--- src/rtl/axil_strobe_dispatch_if.sv ---
// axil_strobe_dispatch_if: AXI-Lite front-end and per-target strobe/ack signals of the dispatcher
interface axil_strobe_dispatch_if #(parameter int NUM_TGT = 2);
  logic [17:0]            raddr;
  logic                   rstart;
  logic                   rready;
  logic [31:0]            rdata;
  logic [1:0]             rresp;
  logic                   rvalid;
  logic [17:0]            waddr;
  logic [31:0]            wdata;
  logic                   wstart;
  logic                   wready;
  logic                   bready;
  logic [1:0]             bresp;
  logic                   bvalid;
  logic [NUM_TGT-1:0]     tgt_rstr;
  logic [NUM_TGT-1:0]     tgt_wstr;
  logic [NUM_TGT-1:0]     tgt_rack;
  logic [NUM_TGT-1:0]     tgt_wack;
  logic [32*NUM_TGT-1:0]  tgt_din;
  logic [7:0]             tgt_addr;
  logic [31:0]            tgt_wdata;
  modport slave (
    input  raddr, rstart, rready, waddr, wdata, wstart, bready, tgt_rack, tgt_wack, tgt_din,
    output rdata, rresp, rvalid, wready, bresp, bvalid, tgt_rstr, tgt_wstr, tgt_addr, tgt_wdata
  );
  modport master (
    output raddr, rstart, rready, waddr, wdata, wstart, bready, tgt_rack, tgt_wack, tgt_din,
    input  rdata, rresp, rvalid, wready, bresp, bvalid, tgt_rstr, tgt_wstr, tgt_addr, tgt_wdata
  );
endinterface

--- src/rtl/axil_strobe_dispatch.sv ---
// axil_strobe_dispatch: sequences AXI-Lite reads/writes onto per-target str/ack register banks
module axil_strobe_dispatch #(
  parameter int          NUM_TGT     = 2,
  parameter int          SEL_W       = 2,
  parameter int          TGT_SEL_LSB = 8,
  parameter int          TIMEOUT     = 255,
  parameter logic [31:0] ERR_DATA    = 32'hDEADBEEF
) (
  input logic                   axilClk,
  input logic                   axilRst,
  axil_strobe_dispatch_if.slave bus
);
  localparam int CW = $clog2(TIMEOUT + 1);
  typedef enum logic [2:0] {IDLE, RD_WAIT, WR_WAIT, RD_RESP, WR_RESP} state_e;
  state_e             state_q, state_d;
  logic               rd_pend_q, rd_pend_d;
  logic [SEL_W-1:0]   rd_sel_q, rd_sel_d;
  logic [7:0]         rd_lo_q, rd_lo_d;
  logic               prio_q, prio_d;
  logic [CW-1:0]      cnt_q, cnt_d;
  logic [SEL_W-1:0]   sel_q, sel_d;
  logic [7:0]         addr_q, addr_d;
  logic [31:0]        wdata_q, wdata_d;
  logic [31:0]        rdata_q, rdata_d;
  logic [1:0]         resp_q, resp_d;
  logic               grant_r, grant_w, g_err, rd_st, ack, expired;
  logic [SEL_W-1:0]   g_sel;
  logic [NUM_TGT-1:0] mask;
  logic [31:0]        din;
  // prio_q=1 means the write wins the next read/write collision
  assign grant_r = state_q == IDLE && rd_pend_q && !(bus.wstart && prio_q);
  assign grant_w = state_q == IDLE && bus.wstart && !grant_r;
  assign g_sel   = grant_r ? rd_sel_q : bus.waddr[TGT_SEL_LSB +: SEL_W];
  assign g_err   = 32'(g_sel) >= NUM_TGT;
  assign mask    = NUM_TGT'(1) << sel_q;
  assign rd_st   = state_q == RD_WAIT;
  assign ack     = |((rd_st ? bus.tgt_rack : bus.tgt_wack) & mask);
  assign expired = cnt_q == CW'(TIMEOUT - 1);
  always_comb begin
    din = '0;
    for (int i = 0; i < NUM_TGT; i++) din = mask[i] ? bus.tgt_din[32*i +: 32] : din;
  end
  always_comb begin
    state_d   = state_q;
    rd_pend_d = rd_pend_q;
    rd_sel_d  = rd_sel_q;
    rd_lo_d   = rd_lo_q;
    prio_d    = prio_q;
    cnt_d     = cnt_q;
    sel_d     = sel_q;
    addr_d    = addr_q;
    wdata_d   = wdata_q;
    rdata_d   = rdata_q;
    resp_d    = resp_q;
    if (bus.rstart && !rd_pend_q) begin
      rd_pend_d = 1'b1;
      rd_sel_d  = bus.raddr[TGT_SEL_LSB +: SEL_W];
      rd_lo_d   = bus.raddr[7:0];
    end
    case (state_q)
      IDLE: if (grant_r || grant_w) begin
        state_d   = grant_r ? (g_err ? RD_RESP : RD_WAIT) : (g_err ? WR_RESP : WR_WAIT);
        rd_pend_d = grant_r ? 1'b0 : rd_pend_d;
        prio_d    = (rd_pend_q && bus.wstart) ? !prio_q : prio_q;
        sel_d     = g_sel;
        addr_d    = grant_r ? rd_lo_q : bus.waddr[7:0];
        cnt_d     = '0;
        resp_d    = g_err ? 2'b11 : 2'b00;
        wdata_d   = grant_w ? bus.wdata : wdata_q;
        rdata_d   = (grant_r && g_err) ? ERR_DATA : rdata_q;
      end
      RD_WAIT, WR_WAIT: begin
        cnt_d = cnt_q + CW'(1);
        if (ack || expired) begin
          state_d = rd_st ? RD_RESP : WR_RESP;
          resp_d  = ack ? 2'b00 : 2'b10;
          rdata_d = rd_st ? (ack ? din : ERR_DATA) : rdata_q;
        end
      end
      RD_RESP: state_d = bus.rready ? IDLE : state_q;
      WR_RESP: state_d = bus.bready ? IDLE : state_q;
      default: state_d = IDLE;
    endcase
  end
  always_ff @(posedge axilClk) begin
    if (axilRst) begin
      state_q   <= IDLE;
      rd_pend_q <= 1'b0;
      rd_sel_q  <= '0;
      rd_lo_q   <= '0;
      prio_q    <= 1'b0;
      cnt_q     <= '0;
      sel_q     <= '0;
      addr_q    <= '0;
      wdata_q   <= '0;
      rdata_q   <= '0;
      resp_q    <= '0;
    end else begin
      state_q   <= state_d;
      rd_pend_q <= rd_pend_d;
      rd_sel_q  <= rd_sel_d;
      rd_lo_q   <= rd_lo_d;
      prio_q    <= prio_d;
      cnt_q     <= cnt_d;
      sel_q     <= sel_d;
      addr_q    <= addr_d;
      wdata_q   <= wdata_d;
      rdata_q   <= rdata_d;
      resp_q    <= resp_d;
    end
  end
  assign bus.wready    = grant_w && !axilRst;
  assign bus.rvalid    = state_q == RD_RESP;
  assign bus.bvalid    = state_q == WR_RESP;
  assign bus.rdata     = rdata_q;
  assign bus.rresp     = resp_q;
  assign bus.bresp     = resp_q;
  assign bus.tgt_rstr  = rd_st ? mask : '0;
  assign bus.tgt_wstr  = state_q == WR_WAIT ? mask : '0;
  assign bus.tgt_addr  = addr_q;
  assign bus.tgt_wdata = wdata_q;
endmodule

--- src/flat_wrapper.sv ---
// flat-port wrapper written by rule: the top's interface ports become plain ports
module axil_strobe_dispatch_flat 
#(
  parameter int          NUM_TGT     = 2,
  parameter int          SEL_W       = 2,
  parameter int          TGT_SEL_LSB = 8,
  parameter int          TIMEOUT     = 255,
  parameter logic [31:0] ERR_DATA    = 32'hDEADBEEF
)
  (axilClk, axilRst, bus_raddr, bus_rstart, bus_rready, bus_waddr, bus_wdata, bus_wstart, bus_bready, bus_tgt_rack, bus_tgt_wack, bus_tgt_din, bus_rdata, bus_rresp, bus_rvalid, bus_wready, bus_bresp, bus_bvalid, bus_tgt_rstr, bus_tgt_wstr, bus_tgt_addr, bus_tgt_wdata);
  axil_strobe_dispatch_if #(.NUM_TGT(NUM_TGT)) bus_i ();
  input logic axilClk;
  input logic axilRst;
  input wire logic [$bits(bus_i.raddr)-1:0] bus_raddr;
  input wire logic [$bits(bus_i.rstart)-1:0] bus_rstart;
  input wire logic [$bits(bus_i.rready)-1:0] bus_rready;
  input wire logic [$bits(bus_i.waddr)-1:0] bus_waddr;
  input wire logic [$bits(bus_i.wdata)-1:0] bus_wdata;
  input wire logic [$bits(bus_i.wstart)-1:0] bus_wstart;
  input wire logic [$bits(bus_i.bready)-1:0] bus_bready;
  input wire logic [$bits(bus_i.tgt_rack)-1:0] bus_tgt_rack;
  input wire logic [$bits(bus_i.tgt_wack)-1:0] bus_tgt_wack;
  input wire logic [$bits(bus_i.tgt_din)-1:0] bus_tgt_din;
  output wire logic [$bits(bus_i.rdata)-1:0] bus_rdata;
  output wire logic [$bits(bus_i.rresp)-1:0] bus_rresp;
  output wire logic [$bits(bus_i.rvalid)-1:0] bus_rvalid;
  output wire logic [$bits(bus_i.wready)-1:0] bus_wready;
  output wire logic [$bits(bus_i.bresp)-1:0] bus_bresp;
  output wire logic [$bits(bus_i.bvalid)-1:0] bus_bvalid;
  output wire logic [$bits(bus_i.tgt_rstr)-1:0] bus_tgt_rstr;
  output wire logic [$bits(bus_i.tgt_wstr)-1:0] bus_tgt_wstr;
  output wire logic [$bits(bus_i.tgt_addr)-1:0] bus_tgt_addr;
  output wire logic [$bits(bus_i.tgt_wdata)-1:0] bus_tgt_wdata;
  assign bus_i.raddr = bus_raddr;
  assign bus_i.rstart = bus_rstart;
  assign bus_i.rready = bus_rready;
  assign bus_i.waddr = bus_waddr;
  assign bus_i.wdata = bus_wdata;
  assign bus_i.wstart = bus_wstart;
  assign bus_i.bready = bus_bready;
  assign bus_i.tgt_rack = bus_tgt_rack;
  assign bus_i.tgt_wack = bus_tgt_wack;
  assign bus_i.tgt_din = bus_tgt_din;
  assign bus_rdata = bus_i.rdata;
  assign bus_rresp = bus_i.rresp;
  assign bus_rvalid = bus_i.rvalid;
  assign bus_wready = bus_i.wready;
  assign bus_bresp = bus_i.bresp;
  assign bus_bvalid = bus_i.bvalid;
  assign bus_tgt_rstr = bus_i.tgt_rstr;
  assign bus_tgt_wstr = bus_i.tgt_wstr;
  assign bus_tgt_addr = bus_i.tgt_addr;
  assign bus_tgt_wdata = bus_i.tgt_wdata;
  axil_strobe_dispatch #(.NUM_TGT(NUM_TGT), .SEL_W(SEL_W), .TGT_SEL_LSB(TGT_SEL_LSB), .TIMEOUT(TIMEOUT), .ERR_DATA(ERR_DATA)) u_core (.axilClk(axilClk), .axilRst(axilRst), .bus(bus_i));
endmodule
--- config.mk ---
export PLATFORM = sky130hd
export DESIGN_NAME = axil_strobe_dispatch_flat
export DESIGN_NICKNAME = d
export VERILOG_FILES = /design/src/rtl/axil_strobe_dispatch_if.sv /design/src/rtl/axil_strobe_dispatch.sv /design/src/flat_wrapper.sv
export SDC_FILE = /design/constraint.sdc
export NUM_CORES = 1
export LEC_CHECK = 0
export ABC_AREA = 1
export CAP_MARGIN = 10
export CORE_MARGIN = 8
export CORE_UTILIZATION = 41
export CTS_CLUSTER_SIZE = 10
export DETAILED_ROUTE_END_ITERATION = 12
export PLACE_DENSITY = 0.88
export SYNTH_ARGS = -nofsm -noshare
export SYNTH_HDL_FRONTEND = slang
export SYNTH_SLANG_ARGS = --single-unit
--- constraint.sdc ---
create_clock -name axilClk -period 2.3 [get_ports axilClk]
set_input_delay 0.46 -clock axilClk [delete_from_list [all_inputs] [get_ports axilClk]]
set_output_delay 0.46 -clock axilClk [all_outputs]
set_load 0.005 [all_outputs]
==> flow_metrics.env <==
export IMPL_crit_family="buffers and inverters"
export IMPL_cp_end_kind="output port"
export IMPL_clockRootBuffer="clkbuf_16"
export IMPL_finalHoldViolCount=0
export IMPL_final_util=0.642
export IMPL_drt_iter0_drc=285
export IMPL_syn_area_per_cell_um2=6.60
export IMPL_setup_viol=0
export IMPL_globalplace_congestion=0.919
export IMPL_synth_ff_type="dfxtp_1"
export IMPL_max_stage_delay_ps=530
export IMPL_clk_pin_slew_ps=70
export IMPL_grt_usage=0.191
export IMPL_final_cell_area_um2=7200
export IMPL_numClockSinks=99
export IMPL_pin_count=225
export IMPL_ys_seq_area_frac=0.428
export IMPL_maxSlewHeadroom=0.720
export IMPL_antenna_found_initial=0
export IMPL_synth_edf_count=0
export IMPL_timing_fmax_mhz=464
export IMPL_synth_common_cells="nand2_1 (168), nor2_1 (159), dfxtp_1 (99), inv_1 (76), o21ai_0 (53)"
export IMPL_clk_latency_ps=350
export IMPL_final_max_slew_viol_count=0
export IMPL_rsz0062_at_grt="false"
export IMPL_via_per_inst=4.66
export IMPL_synth_area_leaders="dfxtp_1 (43%), nand2_1 (14%), nor2_1 (13%)"
export IMPL_cp_start_kind="register"
export IMPL_grt_pass1_wl_mm=22.7
export IMPL_die_h_um=122
export IMPL_intPower_w=0.00539
export IMPL_power_frac_seq=0.309
export IMPL_cts_hold_buf=0
export IMPL_dieArea_um2=15000
export IMPL_worstPathArrival_ps=1690
export IMPL_cts_tree="done"
export IMPL_synth_most_common_cell="nand2_1"
export IMPL_grt_max_degree=53
export IMPL_slowest_stage="clkdlybuf4s50_1"
export IMPL_postPlaceCellArea_um2=6900
export IMPL_antenna_left=0
export IMPL_netlist_instances=702
export IMPL_portBuffers=208
export IMPL_hold_class="register to register"
export IMPL_wl_per_cell_um=13.8
export IMPL_path_max_fanout=4
export IMPL_clock_path_buffers=2
export IMPL_ys_ff_latch=99
export IMPL_power_total_w=0.00873
export IMPL_yosys_warnings=0
export IMPL_place_hpwl_mm=11.0
export IMPL_fin_cells=1053
export IMPL_start_util=0.413
export IMPL_power_switching_w=0.00334
export IMPL_routed_wirelength_mm=14.5
export IMPL_synth_area_um2=4630
export IMPL_crit_type="register to output port"
export IMPL_post_route_period_util=0.937
export IMPL_async_flop_share=0
export IMPL_sw_frac_of_total=0.382
export IMPL_drive_gt1_frac=0.0582
export IMPL_drc=0
export IMPL_p_comb_frac=0.514
export IMPL_status="completed"
export IMPL_worstMarginPinSlew_ps=420
export IMPL_vias=4912
export IMPL_path_cells="nor2_2 -> nand2_1 -> nor2_1 -> clkdlybuf4s50_1"
export IMPL_vdd_drop_max_v=0.000702
export IMPL_synth_top_cell_area_share=0.428
export IMPL_first_global_vias=4680
export IMPL_rows=39
export IMPL_pwr_density_cell_nw_per_um2=1210
export IMPL_place_inst=1037
export IMPL_worst_path_buf_inv=1
export IMPL_p_leak_nw=3.13
export IMPL_clock_skew_final_ps=7.67
export IMPL_power_frac_clock=0.177
export IMPL_layout_min_cycle_time_ps=2150
export IMPL_synth_fp_nets=846
export IMPL_numCtsBuffers=9
export IMPL_die_w_um=122
export IMPL_cp_data_required_time_ps=1840
export IMPL_yosys_area_top_type="dfxtp_1"
export IMPL_coreArea_um2=11200
export IMPL_dr_pass1_iters=4
export IMPL_htree_num_levels=3
export IMPL_maxCapViolCount=0
export IMPL_diodes=0
export IMPL_final_nets=1049
export IMPL_overflow=0
export IMPL_syn_to_final_growth_pct=55.4
export IMPL_synth_distinct_cells=34
placed cells by master, fill, tap and decap left out, types with 2 or more instances in the layout:
| cell | count |
|---|---|
| o211ai_1 | 8 |
| nor3_1 | 5 |
| o21ai_0 | 53 |
| nand3_4 | 2 |
| buf_4 | 17 |
| a22o_1 | 4 |
| clkbuf_16 | 9 |
| nor2_1 | 157 |
| nand3_1 | 47 |
| inv_2 | 6 |
| a21oi_1 | 16 |
| dfxtp_1 | 99 |
| nand2_1 | 168 |
| nand4_1 | 6 |
| buf_12 | 3 |
| ha_1 | 2 |
| inv_6 | 2 |
| nor2_2 | 4 |
| clkdlybuf4s50_1 | 207 |
| inv_1 | 75 |
cell families (layout without fill, tap and decap cells):
| kind of cell | count (synthesis) | in the layout | synth area share |
|---|---|---|---|
| buffers and inverters | 118 | 326 | 0.107 |
| AOI/OAI and AO/OA | 86 | 86 | 0.106 |
| adders and majority gates | 2 | 2 | 0.00540 |
| xor gates and xnor gates | 1 | 1 | 0.00189 |
| and+or+nand+nor | 396 | 396 | 0.352 |
| DFF | 99 | 99 | 0.428 |
power groups by stage:
stage | combinational [W] | clock (W) | sequential (W)
after floorplan | 0.00240 | 0 | 0.00276
after global placement | 0.00444 | 0 | 0.00270
after detailed placement | 0.00451 | 0 | 0.00273
after CTS | 0.00453 | 0.00158 | 0.00270
after global routing | 0.00503 | 0.00166 | 0.00277
final | 0.00449 | 0.00155 | 0.00270
final timing paths:
kind	start	end	cells after the start	slack, ps
setup / recovery	u_core.state_q[2]$_SDFFE_PP0P_	bus_tgt_wstr[1]	4	150
hold / removal	u_core.rd_lo_q[7]$_SDFFE_PP0P_	u_core.rd_lo_q[7]$_SDFFE_PP0P_	2	460
setup reg to reg	u_core.state_q[1]$_SDFFE_PP0P_	u_core.bus.bresp[1]$_SDFFE_PP0P_	11	440
hold reg to reg	u_core.rd_lo_q[7]$_SDFFE_PP0P_	u_core.rd_lo_q[7]$_SDFFE_PP0P_	2	460
per-layer routing:
metal  routed length, um  track usage
met1                5750        0.212
met2                7280        0.329
met3                 960       0.0511
met4                 519        0.101
met5                   0            0
area by class of cell:
cell class	count	area (um2)
fillers	976	4020
clock buffers	11	243
multi-input cells	485	2160
flip-flops and latches	99	1980
well taps	143	179
inverters	82	308
repair buffers	228	2270
clock inverters	5	60.1
state kept, by name, indices dropped and copies added (netlist names):
| signal | flops |
|---|---|
| u_core.bus.bresp | 2 |
| u_core.rd_lo_q | 8 |
| u_core.rd_pend_q | 1 |
| u_core.prio_q | 1 |
| u_core.bus.tgt_addr | 8 |
| u_core.state_q | 3 |
| u_core.rd_sel_q | 2 |
| u_core.bus.tgt_wdata | 32 |
| u_core.sel_q | 2 |
| u_core.cnt_q | 8 |
| u_core.bus.rdata | 32 |
worst register-to-register path, delay by kind of cell (launching register included):
family                 cells  cell delay, ps
AOI/OAI and AO/OA          2             150
buffers and inverters      4             680
DFF                        1             410
and+or+nand+nor            5             560
through the flow:
stage | worst slack [ps] | TNS [ps] | hold WS (ps)
after CTS | 136 | 0 | 457
after detailed placement | -49.8 | -49.8 | 447
final | 146 | 0 | 461
after global routing | 9.25 | 0 | 499
after global placement | -35.6 | -35.6 | 439
after floorplan | 479 | 0 | 425
what timing repair did:
| item | CTS | global route |
|---|---|---|
| endpoints found under the hold margin | 0 | 0 |
| resized for setup | 2 | 0 |
| setup endpoints to repair | 1 | 0 |
| buffers inserted | 0 | 0 |
(Power assumes the default switching activity.)
